$ cat src/rtl/alu_seq_pkg.sv
// Shared types and constants for the ALU operand sequencer.
package alu_seq_pkg;

  // FSM state; the encoding is visible on state_dbg.
  typedef enum logic [2:0] {
    S_A    = 3'd0,
    S_B    = 3'd1,
    S_OP   = 3'd2,
    S_EXEC = 3'd3,
    S_DONE = 3'd4
  } seq_state_t;

  // ALUControl opcode map.
  localparam logic [2:0] OP_ADD = 3'd0;
  localparam logic [2:0] OP_SUB = 3'd1;
  localparam logic [2:0] OP_NOT = 3'd2;
  localparam logic [2:0] OP_AND = 3'd3;
  localparam logic [2:0] OP_OR  = 3'd4;
  localparam logic [2:0] OP_SHL = 3'd5;
  localparam logic [2:0] OP_SHR = 3'd6;
  localparam logic [2:0] OP_ASR = 3'd7;

  // Bit positions inside ALUFlags = {V,C,N,Z}.
  localparam int unsigned FLAG_V = 3;
  localparam int unsigned FLAG_C = 2;
  localparam int unsigned FLAG_N = 1;
  localparam int unsigned FLAG_Z = 0;

endpackage

$ cat src/rtl/alu_operand_sequencer.sv
// Collects A, B and opcode words over a valid/ready stream, holds them
// stable on the ALU inputs for one execute cycle, and offers the registered
// result/flags on a valid/ready output stream. Chain mode recycles the
// result as the next operand A.
module alu_operand_sequencer
  import alu_seq_pkg::*;
#(
  parameter int unsigned WIDTH     = 8,
  parameter int unsigned CNT_WIDTH = 8
) (
  input  logic                 clk,
  input  logic                 rst_n,
  input  logic [WIDTH-1:0]     in_data,
  input  logic                 in_valid,
  output logic                 in_ready,
  input  logic                 chain,
  input  logic                 abort,
  output logic [WIDTH-1:0]     alu_a,
  output logic [WIDTH-1:0]     alu_b,
  output logic [2:0]           alu_ctrl,
  input  logic [WIDTH-1:0]     alu_result,
  input  logic [3:0]           alu_flags,
  output logic [WIDTH-1:0]     out_result,
  output logic [3:0]           out_flags,
  output logic                 out_valid,
  input  logic                 out_ready,
  output logic [2:0]           state_dbg,
  output logic [CNT_WIDTH-1:0] op_count
);

  seq_state_t       state;
  logic [WIDTH-1:0] a_q;
  logic [WIDTH-1:0] b_q;
  logic [2:0]       ctrl_q;
  logic             in_xfer;
  logic             out_xfer;

  // Ready depends on state only, so there is no valid->ready loop upstream.
  always_comb begin
    in_ready = 1'b0;
    if (state == S_A || state == S_B || state == S_OP) begin
      in_ready = 1'b1;
    end
  end

  // Handshake qualifiers and direct register-to-port drives.
  always_comb begin
    in_xfer   = in_valid & in_ready;
    out_xfer  = out_ready & out_valid;
    alu_a     = a_q;
    alu_b     = b_q;
    alu_ctrl  = ctrl_q;
    state_dbg = state;
  end

  // Sequencer FSM with operand, result, flag and counter registers.
  always_ff @(posedge clk) begin
    if (!rst_n) begin
      state      <= S_A;
      a_q        <= '0;
      b_q        <= '0;
      ctrl_q     <= '0;
      out_result <= '0;
      out_flags  <= '0;
      out_valid  <= 1'b0;
      op_count   <= '0;
    end else if (abort) begin
      // Abort wins over both handshakes; captured data is kept.
      state     <= S_A;
      out_valid <= 1'b0;
    end else begin
      unique case (state)
        S_A: begin
          if (in_xfer) begin
            a_q   <= in_data;
            state <= S_B;
          end
        end
        S_B: begin
          if (in_xfer) begin
            b_q   <= in_data;
            state <= S_OP;
          end
        end
        S_OP: begin
          if (in_xfer) begin
            ctrl_q <= in_data[2:0];
            state  <= S_EXEC;
          end
        end
        S_EXEC: begin
          out_result <= alu_result;
          out_flags  <= alu_flags;
          op_count   <= op_count + CNT_WIDTH'(1);
          out_valid  <= 1'b1;
          state      <= S_DONE;
        end
        S_DONE: begin
          if (out_xfer) begin
            out_valid <= 1'b0;
            if (chain) begin
              a_q   <= out_result;
              state <= S_B;
            end else begin
              state <= S_A;
            end
          end
        end
        default: begin
          out_valid <= 1'b0;
          state     <= S_A;
        end
      endcase
    end
  end

endmodule

$ cat config.mk
export PLATFORM = sky130hd
export DESIGN_NAME = alu_operand_sequencer
export DESIGN_NICKNAME = d
export VERILOG_FILES = /design/src/rtl/alu_seq_pkg.sv /design/src/rtl/alu_operand_sequencer.sv
export SDC_FILE = /design/constraint.sdc
export NUM_CORES = 1
export LEC_CHECK = 0
export CORE_MARGIN = 8
export CORE_UTILIZATION = 40
export DETAILED_ROUTE_END_ITERATION = 8
export PLACE_DENSITY_LB_ADDON = 0.05
export REMOVE_ABC_BUFFERS = 1
export SYNTH_ARGS = -nofsm -noshare
export SYNTH_HDL_FRONTEND = slang
export SYNTH_SLANG_ARGS = --single-unit
$ cat constraint.sdc
create_clock -name clk -period 1.58 [get_ports clk]
set_input_delay 0.395 -clock clk [delete_from_list [all_inputs] [get_ports clk]]
set_output_delay 0.395 -clock clk [all_outputs]
set_load 0.01 [all_outputs]
## After elaboration in Yosys (flattened, before gate mapping)

Cells that the tools add are included.

- Add/sub/neg operators: 1
- Equal/unequal tests: 9
- Multiplexer cells: 13
- Bitwise logic cells: 5
- Reductions and logical operators: 12

Operators by type and width:

| kind | number |
|---|---|
| $mux 8 | 3 |
| $pmux 8 s2 | 1 |
| $pmux 3 s5 | 1 |
| $mux 3 | 4 |
| $ne 2x2->1 const B | 5 |
| $add 8x1->8 const B | 1 |
| $eq 3x2->1 const B | 2 |
| $reduce_and 3->1 | 2 |
| $reduce_and 5->1 | 1 |
| $reduce_and 2->1 | 2 |
| $reduce_and 4->1 | 1 |
| $eq 3x1->1 const B | 1 |
| $eq 3x3->1 const B | 1 |
| $logic_not 3->1 | 1 |
| $mux 1 | 3 |
| $not 1->1 | 3 |
| $pmux 1 s3 | 1 |
| $reduce_or 3->1 | 1 |
| $and 1x1->1 | 2 |
| $logic_or 1x1->1 | 2 |
| $reduce_bool 2->1 | 1 |
| $reduce_or 2->1 | 1 |

- Bits in registers: 43
- Bits of input ports: 26

## Depth between registers and ports, before layout

- Word-level depth: 7
- Gate-level depth with buffers: 6

## Worst setup path before layout

OpenSTA, ideal clock, no wires.

- Path kind: reg-to-reg
- From: register state[0], in the netlist state_dbg[0]
- To: register a_q[5], in the netlist alu_a[5]
- Data arrival time: 1.345 ns
- Slack: 0.119 ns
- Stages on the path, launching flop included: 6
- Buffers on the path: 1
- Cell sequence: dfxtp_1 > or3_4 > a221oi_4 > buf_6 > nand2_1 > o211a_1

- Longest elaborated chain between the ends: 7
- Elaborated cells between the ends (all ways): 14
- Classes of those cells: eq/ne (6); mux (2); bitwise (1); reduce/logical (5)

Ends and longest elaborated chain:

| what | line | text |
|---|---|---|
| start: declaration | alu_operand_sequencer.sv:31 | `seq_state_t state;` |
| start signal: assignment | alu_operand_sequencer.sv:59 | `state <= S_A;` |
| start signal: assignment | alu_operand_sequencer.sv:69 | `state <= S_A;` |
| start signal: assignment | alu_operand_sequencer.sv:76 | `state <= S_B;` |
| $eq 3x1->1 / $logic_not 3->1 (equally long branches) | alu_operand_sequencer.sv:41, alu_operand_sequencer.sv:72 |  |
| $logic_or 1x1->1 (2 in a row) | alu_operand_sequencer.sv:41 | `if (state == S_A \|\| state == S_B \|\| state == S_OP) begin` |
| $mux 1 | alu_operand_sequencer.sv:41 |  |
| $and 1x1->1 | alu_operand_sequencer.sv:48 | `in_xfer = in_valid & in_ready;` |
| $ne 2x2->1 (no line) | n/a |  |
| $reduce_and 5->1 (no line) | n/a |  |
| end signal: assignment | alu_operand_sequencer.sv:75 | `a_q <= in_data;` |
| end signal: assignment | alu_operand_sequencer.sv:102 | `a_q <= out_result;` |
| end: declaration | alu_operand_sequencer.sv:32 | `logic [WIDTH-1:0] a_q;` |

Several ways; a longest one is shown, not always the timed one.
A chain may end at the register's enable or synchronous reset.

## Worst setup path in the final report

- From: register state[0], in the netlist state_dbg[0]
- To: register a_q[1], in the netlist alu_a[1]

Same word-level chain as after synthesis.

==> reports/qor.yml <==
grt:
  use_met1: 0.1683
  track_usage: 0.1431
  grt_pass1_vias: 1751
  grt_overflow: 0
  grt_use_met3: 0.05116
  grt_antenna_before_repair: 0
  grt_max_degree: 23
  met2_usage: 0.2379
  grt_busiest_layer: "met2"
  grt_pass1_wl_um: 8452
logic_synthesis:
  synth-edff-count: 0
  yosys-top-cells-count: "dfxtp_1, nand2_1, mux2i_1, a21boi_0, nor2b_1"
  synth_cells: 198
  syn_area_um2: 1912
  synth_xor_area_frac: 0.02749
  ys_ff_latch: 43
  yosys_warnings: 0
  synth_fa_ha_area_frac: 0.006545
  synth_top_family_by_area: "simple AND/OR/NAND/NOR gates"
  yosysSeqAreaShare: 0.4503
  synth-simple-area-share: 0.2356
  async_reset_ff_frac: 0
  synth_compound_area_frac: 0.1309
  yosysMostFrequentCell: "dfxtp_1"
  synth_top_area_cell: "dfxtp_1"
  synth.distinct_cells: 35
  yosys_most_used_dff: "dfxtp_1"
  avgSynthCellArea_um2: 9.656
  synth_area_leaders: "dfxtp_1, mux2i_1, nand2_1"
  synth.area.mux_share: 0.1047
  yosysTopAreaCellShare: 0.4503
setup_path:
  crit_start: "state_dbg[0]$_SDFFE_PP0P_"
  worst-endpoint-required_ps: 1770
  reg2reg_depth: 5
  slowest_delay_ps: 400
  critPathKind: "reg2reg"
  crit_fanout: 16
  crit_path_top_delay_cell: "or3_4"
  start_kind: "register"
  rr_startpoint: "state_dbg[0]$_SDFFE_PP0P_"
  path_cells: "or3_4, a221oi_4, buf_12, nand2_1, o211a_1"
  crit_arrival_ps: 1680
  end_kind: "register"
worst_hold_path:
  min_from: "out_flags[2]$_SDFFE_PN0P_"
  min_delay_path_depth: 2
  hold_path_class: "reg2reg"
die:
  io_pins: 70
  die_w_um: 85.14
  start_util: 0.4102
  coreArea_um2: 4661
  die_area_um2: 7248
  fp-row-count: 25
  die_h_um: 85.14
timing:
  min_period_ps: 1497
  period_share: 0.9473
  finClkSkew_ps: 10.88
  tns_ps: 0
  setup_ws_ps: 83.20
  rsz0062_at_grt: "false"
  setup_viol_count_final: 0
  timing.slew.headroom: 0.7516
  hold_viol: 0
  fmax_ghz: 0.6681
  slew_viol_final: 0
  worst_pin_slew_ps: 371.1
drt:
  wl_per_cell_um: 14.63
  antenna_left: 0
  drt-total-wl_um: 4960
  drt_pass1_iterations: 4
  vias_per_cell: 4.870
  drt-initial-drc-count: 35
  route.vias.total: 1651
  drc: 0
layout:
  layout.nets: 311
  design_area_um2: 2914
  syn_to_final_growth_pct: 52.42
  drive_gt1_frac: 0.1579
  n_antenna_cell: 0
  instances_no_fill: 339
power:
  peakVddDrop_uv: 505.2
  p_switching_w: 0.0004903
  switching_share: 0.2408
  p_leak_nw: 1.431
  clock_power_share: 0.344
  powerDensity_nw_per_um2: 698.7
  seq_power_share: 0.546
  combinationalPowerShare: 0.110
  p_int_w: 0.001546
  p_total_w: 0.002036
clock_network:
  clk_pin_slew_worst_paths_ps: 90
  cts-hold-fix-buffers: 0
  numCtsBuffers: 5
  clkLatencyLatePin_ps: 300
  cts_tree: "built"
  cts-root-buf: "clkbuf_8"
  cts.sinks: 43
  clk_path_buf_depth: 2
  postCtsSetupBuffers: 0
  htree_num_levels: 2
run_status:
  status: "finished, final reports clean"
placement:
  place_area_um2: 2805
  dp.cells: 331
  dp_hpwl_um: 3704
  place.gp.congestion: 0.7489
  pre_cts_slack_ps: -452.3
  portBuffers: 69
run:
  cap_violations: 0
path summary, 6_finish.rpt:
| kind | to | slack [ps] |
|---|---|---|
| max | alu_a[1]$_SDFFE_PN0P_ | 80 |
| min | out_flags[2]$_SDFFE_PN0P_ | 460 |
| max reg2reg | alu_a[1]$_SDFFE_PN0P_ | 80 |
| min reg2reg | out_flags[2]$_SDFFE_PN0P_ | 460 |
placed cells by master (no fill, tap or decap), types with 3 or more instances in the layout:
cell type and instances:
a21boi_0 13, nor2b_1 11, dfxtp_1 39, and2_1 6
dlygate4sd2_1 35, buf_4 19, a21oi_1 4, mux2i_1 20
inv_1 3, nor2_1 5, o211a_1 8, clkbuf_8 5
dlymetal6s2s_1 11, nand2_1 40, clkdlybuf4s50_1 23, xnor2_1 4
sequential cells by signal, summed over array words and instances, names as in the netlist:
register,cells
alu_a,8
out_valid,1
out_result,8
out_flags,4
state_dbg,3
alu_ctrl,3
alu_b,8
op_count,8
cell type report:
type / instances / area (um^2)
Clock buffer: 5 / 68.82
Clock inverter: 3 / 20.02
Fill cell: 413 / 1747
Inverter: 3 / 11.26
Multi-Input combinational cell: 139 / 996.0
Sequential cell: 43 / 870.8
Tap cell: 54 / 67.56
Timing Repair Buffer: 92 / 879.6
stage by stage:
step                      hold WS, ps  utilization
after detailed placement        458.9       0.6019
after floorplan                 487.6            -
after global routing            498.0       0.6252
after global placement          449.6       0.6019
final                           462.3       0.6252
after CTS                       467.5       0.6193
critical path: cells and delay by family (launching register included):
family                 cells  cell delay (ps)
DFF                        1              390
and+or+nand+nor            2              460
AOI/OAI and AO/OA          2              360
buffers and inverters      1              180
layer usage:
layer	part of all wire	vias up	routed length (um)
met1	0.46	754	2265
met5	0	-	0
li1	-	844	-
met4	0.014	0	70
met3	0.061	7	303
met2	0.47	46	2320
kinds of logic (layout without fill, tap and decap cells):
family          Yosys count  after routing
buf+inv                  16            103
mux                      20             20
xor+xnor                  6              6
compound gates           30             30
simple gates             82             82
flops                    43             43
fa+ha+maj                 1              1
power by group through the flow:
| stage | clock (W) | sequential (W) | combinational [W] |
|---|---|---|---|
| 2_1_floorplan | 0 | 0.00115 | 0.0000597 |
| 5_1_grt | 0.000775 | 0.00111 | 0.000243 |
| 6_report | 0.000700 | 0.00111 | 0.000224 |
| 3_3_place_gp | 0 | 0.00114 | 0.000232 |
| 4_1_cts | 0.000722 | 0.00111 | 0.000228 |
| 3_5_place_dp | 0 | 0.00114 | 0.000233 |
repair_timing:
item | in CTS | in global routing
resized for setup | 47 | 11
pin swaps | 2 | 0
setup endpoints to repair | 54 | 11
Note: power is estimated with default switching activity, not from simulation.
